===== config.mk =====
export PLATFORM = sky130hd
export DESIGN_NAME = serial_frame_rx
export DESIGN_NICKNAME = d
export VERILOG_FILES = /design/src/rtl/serial_frame_rx.sv
export SDC_FILE = /design/constraint.sdc
export NUM_CORES = 1
export LEC_CHECK = 0
export CAP_MARGIN = 20
export CORE_ASPECT_RATIO = 1.75
export CORE_MARGIN = 2
export CORE_UTILIZATION = 30
export CTS_CLUSTER_DIAMETER = 150
export DETAILED_ROUTE_END_ITERATION = 7
export HOLD_SLACK_MARGIN = 0.05
export SLEW_MARGIN = 25
export SYNTH_ARGS = -nofsm -noshare
export SYNTH_HDL_FRONTEND = slang
export SYNTH_SLANG_ARGS = --single-unit

===== constraint.sdc =====
create_clock -name in_clk -period 3.9 [get_ports in_clk]
set_clock_uncertainty 0.15 [all_clocks]
set_input_delay 1.17 -clock in_clk [delete_from_list [all_inputs] [get_ports in_clk]]
set_output_delay 1.17 -clock in_clk [all_outputs]
set_load 0.1 [all_outputs]

===== src/rtl/serial_frame_rx.sv =====
// serial_frame_rx
//   Byte-to-frame decoder fed by serial_async_rx. Assembles frames of the form
//   SYNC, LENGTH, PAYLOAD[LENGTH], CHECKSUM, where
//   CHECKSUM = (LENGTH + sum of payload) mod 2^BITS.
//   A checked payload is held in an internal buffer until the consumer acks it.
//
// Ports
//   in_clk, in_rst      clock, synchronous active-high reset
//   in_enable           low freezes all state; error pulses read 0
//   in_word             received byte
//   in_word_finished    receiver level flag; its rising edge marks a new byte
//   in_ack              consumer has read the held frame
//   in_rd_addr          payload read address
//   out_rd_data         payload byte at in_rd_addr, 0 beyond out_frame_len
//   out_frame_len       payload length of the held frame
//   out_frame_valid     a checked frame is held
//   out_busy            inside a frame (Length/Payload/Checksum)
//   out_err_*           single-cycle error pulses
module serial_frame_rx #(
  parameter int unsigned     BITS           = 8,
  parameter int unsigned     MAX_LEN        = 16,
  parameter logic [BITS-1:0] SYNC_WORD      = 8'hAA,
  parameter int unsigned     TIMEOUT_CYCLES = 1024
) (
  input  logic                         in_clk,
  input  logic                         in_rst,
  input  logic                         in_enable,
  input  logic [BITS-1:0]              in_word,
  input  logic                         in_word_finished,
  input  logic                         in_ack,
  input  logic [$clog2(MAX_LEN)-1:0]   in_rd_addr,
  output logic [BITS-1:0]              out_rd_data,
  output logic [$clog2(MAX_LEN+1)-1:0] out_frame_len,
  output logic                         out_frame_valid,
  output logic                         out_busy,
  output logic                         out_err_checksum,
  output logic                         out_err_length,
  output logic                         out_err_timeout,
  output logic                         out_err_overrun
);

  localparam int unsigned AW = $clog2(MAX_LEN);
  localparam int unsigned LW = $clog2(MAX_LEN + 1);
  localparam int unsigned CW = $clog2(TIMEOUT_CYCLES);

  typedef enum logic [2:0] {
    S_IDLE,
    S_LENGTH,
    S_PAYLOAD,
    S_CHECKSUM,
    S_DONE
  } state_t;

  state_t          state, state_next;
  logic            last_finished;
  logic            strobe;
  logic            expire;
  logic [CW-1:0]   cnt;
  logic [LW-1:0]   len, len_next;
  logic [LW-1:0]   frame_len_next;
  logic [BITS-1:0] sum, sum_next;
  logic [AW-1:0]   idx, idx_next;
  logic            wr_en;
  logic            err_cks_next, err_len_next, err_to_next, err_ovr_next;
  logic [BITS-1:0] mem [MAX_LEN];

  assign strobe          = in_word_finished & ~last_finished & in_enable;
  assign out_busy        = (state == S_LENGTH) || (state == S_PAYLOAD) || (state == S_CHECKSUM);
  assign out_frame_valid = (state == S_DONE);
  // A strobe in the expiring cycle wins over the timeout.
  assign expire          = out_busy && !strobe && (cnt == CW'(TIMEOUT_CYCLES - 1));

  always_ff @(posedge in_clk) begin
    if (in_rst) state <= S_IDLE;
    else if (in_enable) state <= state_next;
  end

  always_comb begin
    state_next     = state;
    len_next       = len;
    sum_next       = sum;
    idx_next       = idx;
    frame_len_next = out_frame_len;
    wr_en          = 1'b0;
    err_cks_next   = 1'b0;
    err_len_next   = 1'b0;
    err_to_next    = 1'b0;
    err_ovr_next   = 1'b0;
    case (state)
      S_IDLE: begin
        if (strobe && in_word == SYNC_WORD) state_next = S_LENGTH;
      end
      S_LENGTH: begin
        if (strobe) begin
          if (in_word > BITS'(MAX_LEN)) begin
            err_len_next = 1'b1;
            state_next   = S_IDLE;
          end else begin
            len_next   = LW'(in_word);
            sum_next   = in_word;
            idx_next   = '0;
            state_next = (in_word == '0) ? S_CHECKSUM : S_PAYLOAD;
          end
        end
      end
      S_PAYLOAD: begin
        if (strobe) begin
          wr_en    = 1'b1;
          sum_next = sum + in_word;
          idx_next = idx + AW'(1);
          if (LW'(idx) == len - LW'(1)) state_next = S_CHECKSUM;
        end
      end
      S_CHECKSUM: begin
        if (strobe) begin
          if (in_word == sum) begin
            frame_len_next = len;
            state_next     = S_DONE;
          end else begin
            err_cks_next = 1'b1;
            state_next   = S_IDLE;
          end
        end
      end
      S_DONE: begin
        if (strobe) err_ovr_next = 1'b1;
        if (in_ack) state_next = S_IDLE;
      end
      default: state_next = S_IDLE;
    endcase
    if (expire) begin
      err_to_next = 1'b1;
      state_next  = S_IDLE;
    end
  end

  always_ff @(posedge in_clk) begin
    if (in_rst) begin
      last_finished    <= 1'b1;
      cnt              <= '0;
      len              <= '0;
      sum              <= '0;
      idx              <= '0;
      out_frame_len    <= '0;
      out_err_checksum <= 1'b0;
      out_err_length   <= 1'b0;
      out_err_timeout  <= 1'b0;
      out_err_overrun  <= 1'b0;
    end else begin
      // The edge detector keeps tracking while disabled so that edges seen
      // during that time are discarded instead of firing on re-enable.
      last_finished <= in_word_finished;
      if (in_enable) begin
        cnt              <= (strobe || !out_busy || expire) ? '0 : cnt + CW'(1);
        len              <= len_next;
        sum              <= sum_next;
        idx              <= idx_next;
        out_frame_len    <= frame_len_next;
        out_err_checksum <= err_cks_next;
        out_err_length   <= err_len_next;
        out_err_timeout  <= err_to_next;
        out_err_overrun  <= err_ovr_next;
      end else begin
        out_err_checksum <= 1'b0;
        out_err_length   <= 1'b0;
        out_err_timeout  <= 1'b0;
        out_err_overrun  <= 1'b0;
      end
    end
  end

  // Payload buffer: not reset, overwritten in place by each new frame.
  always_ff @(posedge in_clk) begin
    if (wr_en) mem[idx] <= in_word;
  end

  always_comb begin
    out_rd_data = '0;
    if (LW'(in_rd_addr) < out_frame_len) out_rd_data = mem[in_rd_addr];
  end

endmodule


==> metrics.md <==
| Metric | Value |
|---|---|
| Hold Crit Class | `flip-flop to flip-flop` |
| Asr flop ratio synth | `0%` |
| Non-filler cells, final | `896` |
| Root Buffer | `clkbuf_16` |
| Proportion of synthesized area in mux cells | `14.62%` |
| Failing checks | `negative setup slack` |
| Final RePlAce weighted congestion | `0.8271` |
| # hold bufs at CTS | `0` |
| Vias per inst | `4.834` |
| Number of cells on the critical path | `7` |
| Routed len/inst | `18.86 um` |
| Met2 Usage GRT | `26.48%` |
| Post-Synth XOR/XNOR Area | `2.612%` |
| Max_cap viols | `0` |
| DP Area | `0.008468 sq mm` |
| Slew headroom | `64.64%` |
| Comb pwr share | `7.5%` |
| Unique masters post-synth | `53` |
| CTS tree | `done` |
| WP buf/inv | `4` |
| Final Slew Violations | `0` |
| First-pass GRT wire length | `26.46 mm` |
| Mapped Cells | `482` |
| Post-synth EDFFs | `128` |
| Type of origin of the critical path | `input port` |
| Final min period | `4.179 ns` |
| Top_reg_cell synth | `edfxtp_1` |
| Via Count | `4,331` |
| Crit end category | `primary output` |
| I/O pin count | `36` |
| Final hold violation count | `0` |
| Synthesis-stage register bit count | `168` |
| Met3 usage | `2.317%` |
| Vias in the first global route | `4,579` |
| Ant. Diodes | `0` |
| Setup-failing EPs final | `8` |
| Largest family of logic cells by synthesized area | `multiplexers` |
| Initial Utilization | `30.19%` |
| Critical path's slowest cell | `mux4_2` |
| Reg2reg path depth | `5` |
| Post-synthesis average cell area | `15.31 sq um` |
| Run status | `finished, violations left` |
| Final net count | `605` |
| Switching Share | `24.04%` |
| Final Cycle Share | `107.1%` |
| Antenna violations before repair | `0` |
| Most used routing layer | `met2` |
| Layout overhead on the synthesized area | `24.46%` |
| Htree depth | `4` |
| Placed Cells incl. Taps | `857` |
| HPWL Detailed | `11.76 mm` |
| GRT overflow | `0` |
| Hold Path Stages | `2` |
| Row count | `76` |
| Fin area | `0.009181 sq mm` |
| # DRC | `0` |
| Critical path required time | `2.58 ns` |
| Worst-path clk slew | `0.06 ns` |
| Clock latency on the worst-skew pair | `0.42 ns` |
| Syn Nets | `516` |
| Fraction of layout cells with a size suffix above 1 | `29.62%` |
| Complex-gate fraction of the synthesized area | `4.325%` |
| Critical Path, Cell by Cell | `buf_12 -> buf_12 -> buf_4 -> mux4_2 -> mux4_2 -> nor2b_4 -> buf_12` |
| DR pass1 iterations | `4` |
| GRT Util Overall | `13.92%` |
| Power Density | `417.7 mW/mm^2` |
| Largest stage delay, worst path | `0.50 ns` |
| Clock sinks | `168` |
| RSZ-0062 raised after global routing | `yes` |
| Most frequent CP cell | `buf_12` |
| Clock Power Share | `42.4%` |
| Pleak | `3.154 nW` |
| Worst Setup Slack, final | `-0.2788 ns` |
| Die Ht | `211.4 um` |
| Core area | `0.02444 sq mm` |
| Worst Path Max Fanout | `8` |
| Fmax | `239.3 MHz` |
| CTS Buffer Depth | `2` |
| Mapped Area | `0.007377 sq mm` |
| DRT Wirelength | `16.90 mm` |
| Crit path DAT | `2.86 ns` |
| Sequential Power Share | `50.1%` |
| Port bufs | `35` |
| Yosys Warn Count | `0` |
| GR Util met1 | `15.31%` |
| Register area share after synthesis | `62.96%` |
| P_int | `2.913 mW` |
| Initial DRC Count | `421` |
| Worst-Margin Slew | `0.5303 ns` |
| Tot Pwr | `3.835 mW` |
| Net switching power | `0.9218 mW` |
| Worst Setup Path Type | `input port to primary output` |
| Simple logic cell fraction of the synthesized area | `9.939%` |
| Antenna-violating nets left | `0` |
| Largest net degree at the start of global routing | `36` |
| DIE AREA | `0.02591 sq mm` |
| Die Width | `122.5 um` |
| Delay-heaviest family, CP | `multiplexers` |
| Adder-cell share of the synthesized area | `2.985%` |
| Largest vdd supply drop | `0.2197 mV` |
| Number of CTS-inserted buffers | `17` |
-- layout by cell type, fill, tap and decap left out, types with 3 or more instances in the layout --
master and instances:
nor3_1 14, nor4b_1 3, inv_6 4, buf_4 56, nor2_1 43, nand3_1 11
dfxtp_1 40, a21oi_1 17, xor2_1 14, a21o_1 4, nand4_1 6, o21ai_0 4
edfxtp_1 128, inv_1 15, xnor2_1 8, mux4_2 39, nor2b_4 8, clkinv_8 3
a31oi_1 3, or3_1 6, mux2i_1 8, ha_1 15, clkdlybuf4s50_1 13, buf_12 17
nand2_1 34, clkbuf_16 17, buf_6 3, inv_8 4
-- flip-flops by register name, summed over array words and instances (netlist names) --
signal,flops
cnt,10
out_err_length,1
len,5
state,3
mem,128
sum,8
out_err_timeout,1
out_err_overrun,1
last_finished,1
out_frame_len,5
idx,4
out_err_checksum,1
-- per-layer routing --
layer | wire length [um] | part of all wire, %
met1 | 6365 | 38
met2 | 9815 | 58
met3 | 424 | 2.5
met4 | 293 | 1.7
met5 | 0 | 0
-- power groups by stage --
stage               registers, mW  clock network [mW]  logic, mW
floorplan                    1.96                   0      0.161
global placement             1.96                   0      0.270
detailed placement           1.96                   0      0.275
CTS                          1.92                1.66      0.297
global route                 1.92                1.73      0.306
finish                       1.92                1.63      0.288
-- cells in the mapped netlist, drive strengths merged (2+ instances only) --
master  instances  share of area, %
a21oi          19               1.3
nor2           44               2.2
or3             6              0.51
nor2b           8              0.68
nand2b          3              0.25
buf            12               1.3
mux2i           8               1.1
or2             2              0.17
dfxtp          40                11
o41ai           2              0.34
nor4b           3              0.36
clkbuf         10              0.51
edfxtp        128                52
a211oi          3              0.44
a31oi           3              0.25
nand4b          2              0.24
nand3          11              0.75
o21ai           4              0.27
ha             16               2.7
inv            15              0.76
a22o            2              0.24
a21o            4              0.41
nand4           6              0.51
nor3           15               1.2
mux4           40                14
nand2          37               2.2
o211ai          2              0.20
xor2           14               1.7
nor4            3              0.34
xnor2           8              0.95
-- cell families after synthesis --
| group | count (synthesis) |
|---|---|
| compound gates | 46 |
| xor+xnor | 22 |
| fa+ha+maj | 17 |
| buf+inv | 37 |
| flops | 168 |
| mux | 48 |
| simple gates | 144 |
-- worst register-to-register path, stage by stage (launching register included) --
cell     delay, ns
dfxtp_1       0.60
nor3b_4       0.51
and2_1        0.29
nand2_1       0.18
nor3_1        0.17
buf_4         0.25
-- stage by stage --
step	setup TNS [ns]	setup slack [ns]	util [%]	hold WS, ns
floorplan	-0.08990	-0.01124	-	0.2900
global placement	-4.730	-0.5928	34.65	0.3021
detailed placement	-4.788	-0.6025	34.65	0.3116
CTS	-2.267	-0.3016	37.67	0.3200
global route	-2.369	-0.3226	37.57	0.3497
finish	-1.978	-0.2788	37.57	0.3143
-- final timing paths --
| kind | from | to | slack [ns] |
|---|---|---|---|
| worst min-delay path | sum[4] | sum[4] | 0.31 |
| worst min register to register | sum[4] | sum[4] | 0.31 |
| worst max register to register | state[1] | mem[3][7] | 1.44 |
| worst max-delay path | in_rd_addr[0] | out_rd_data[0] | -0.28 |
-- final cells by class --
| cell class | count | area [sq um] |
|---|---|---|
| repair buffers | 92 | 965.9 |
| fillers | 2236 | 15260 |
| well taps | 312 | 390.4 |
| multi-input cells | 277 | 2541 |
| flip-flops and latches | 168 | 4644 |
| inverters | 15 | 56.30 |
| clock buffers | 17 | 425.4 |
| clock inverters | 15 | 157.7 |
-- what timing repair did --
action | CTS | global route
pin swaps | 2 | 0
resized for setup | 13 | 1
cloned | 2 | 0
endpoints found under the setup margin | 8 | 8
buffers inserted | 6 | 0
Power figures use the tool's default switching activity.
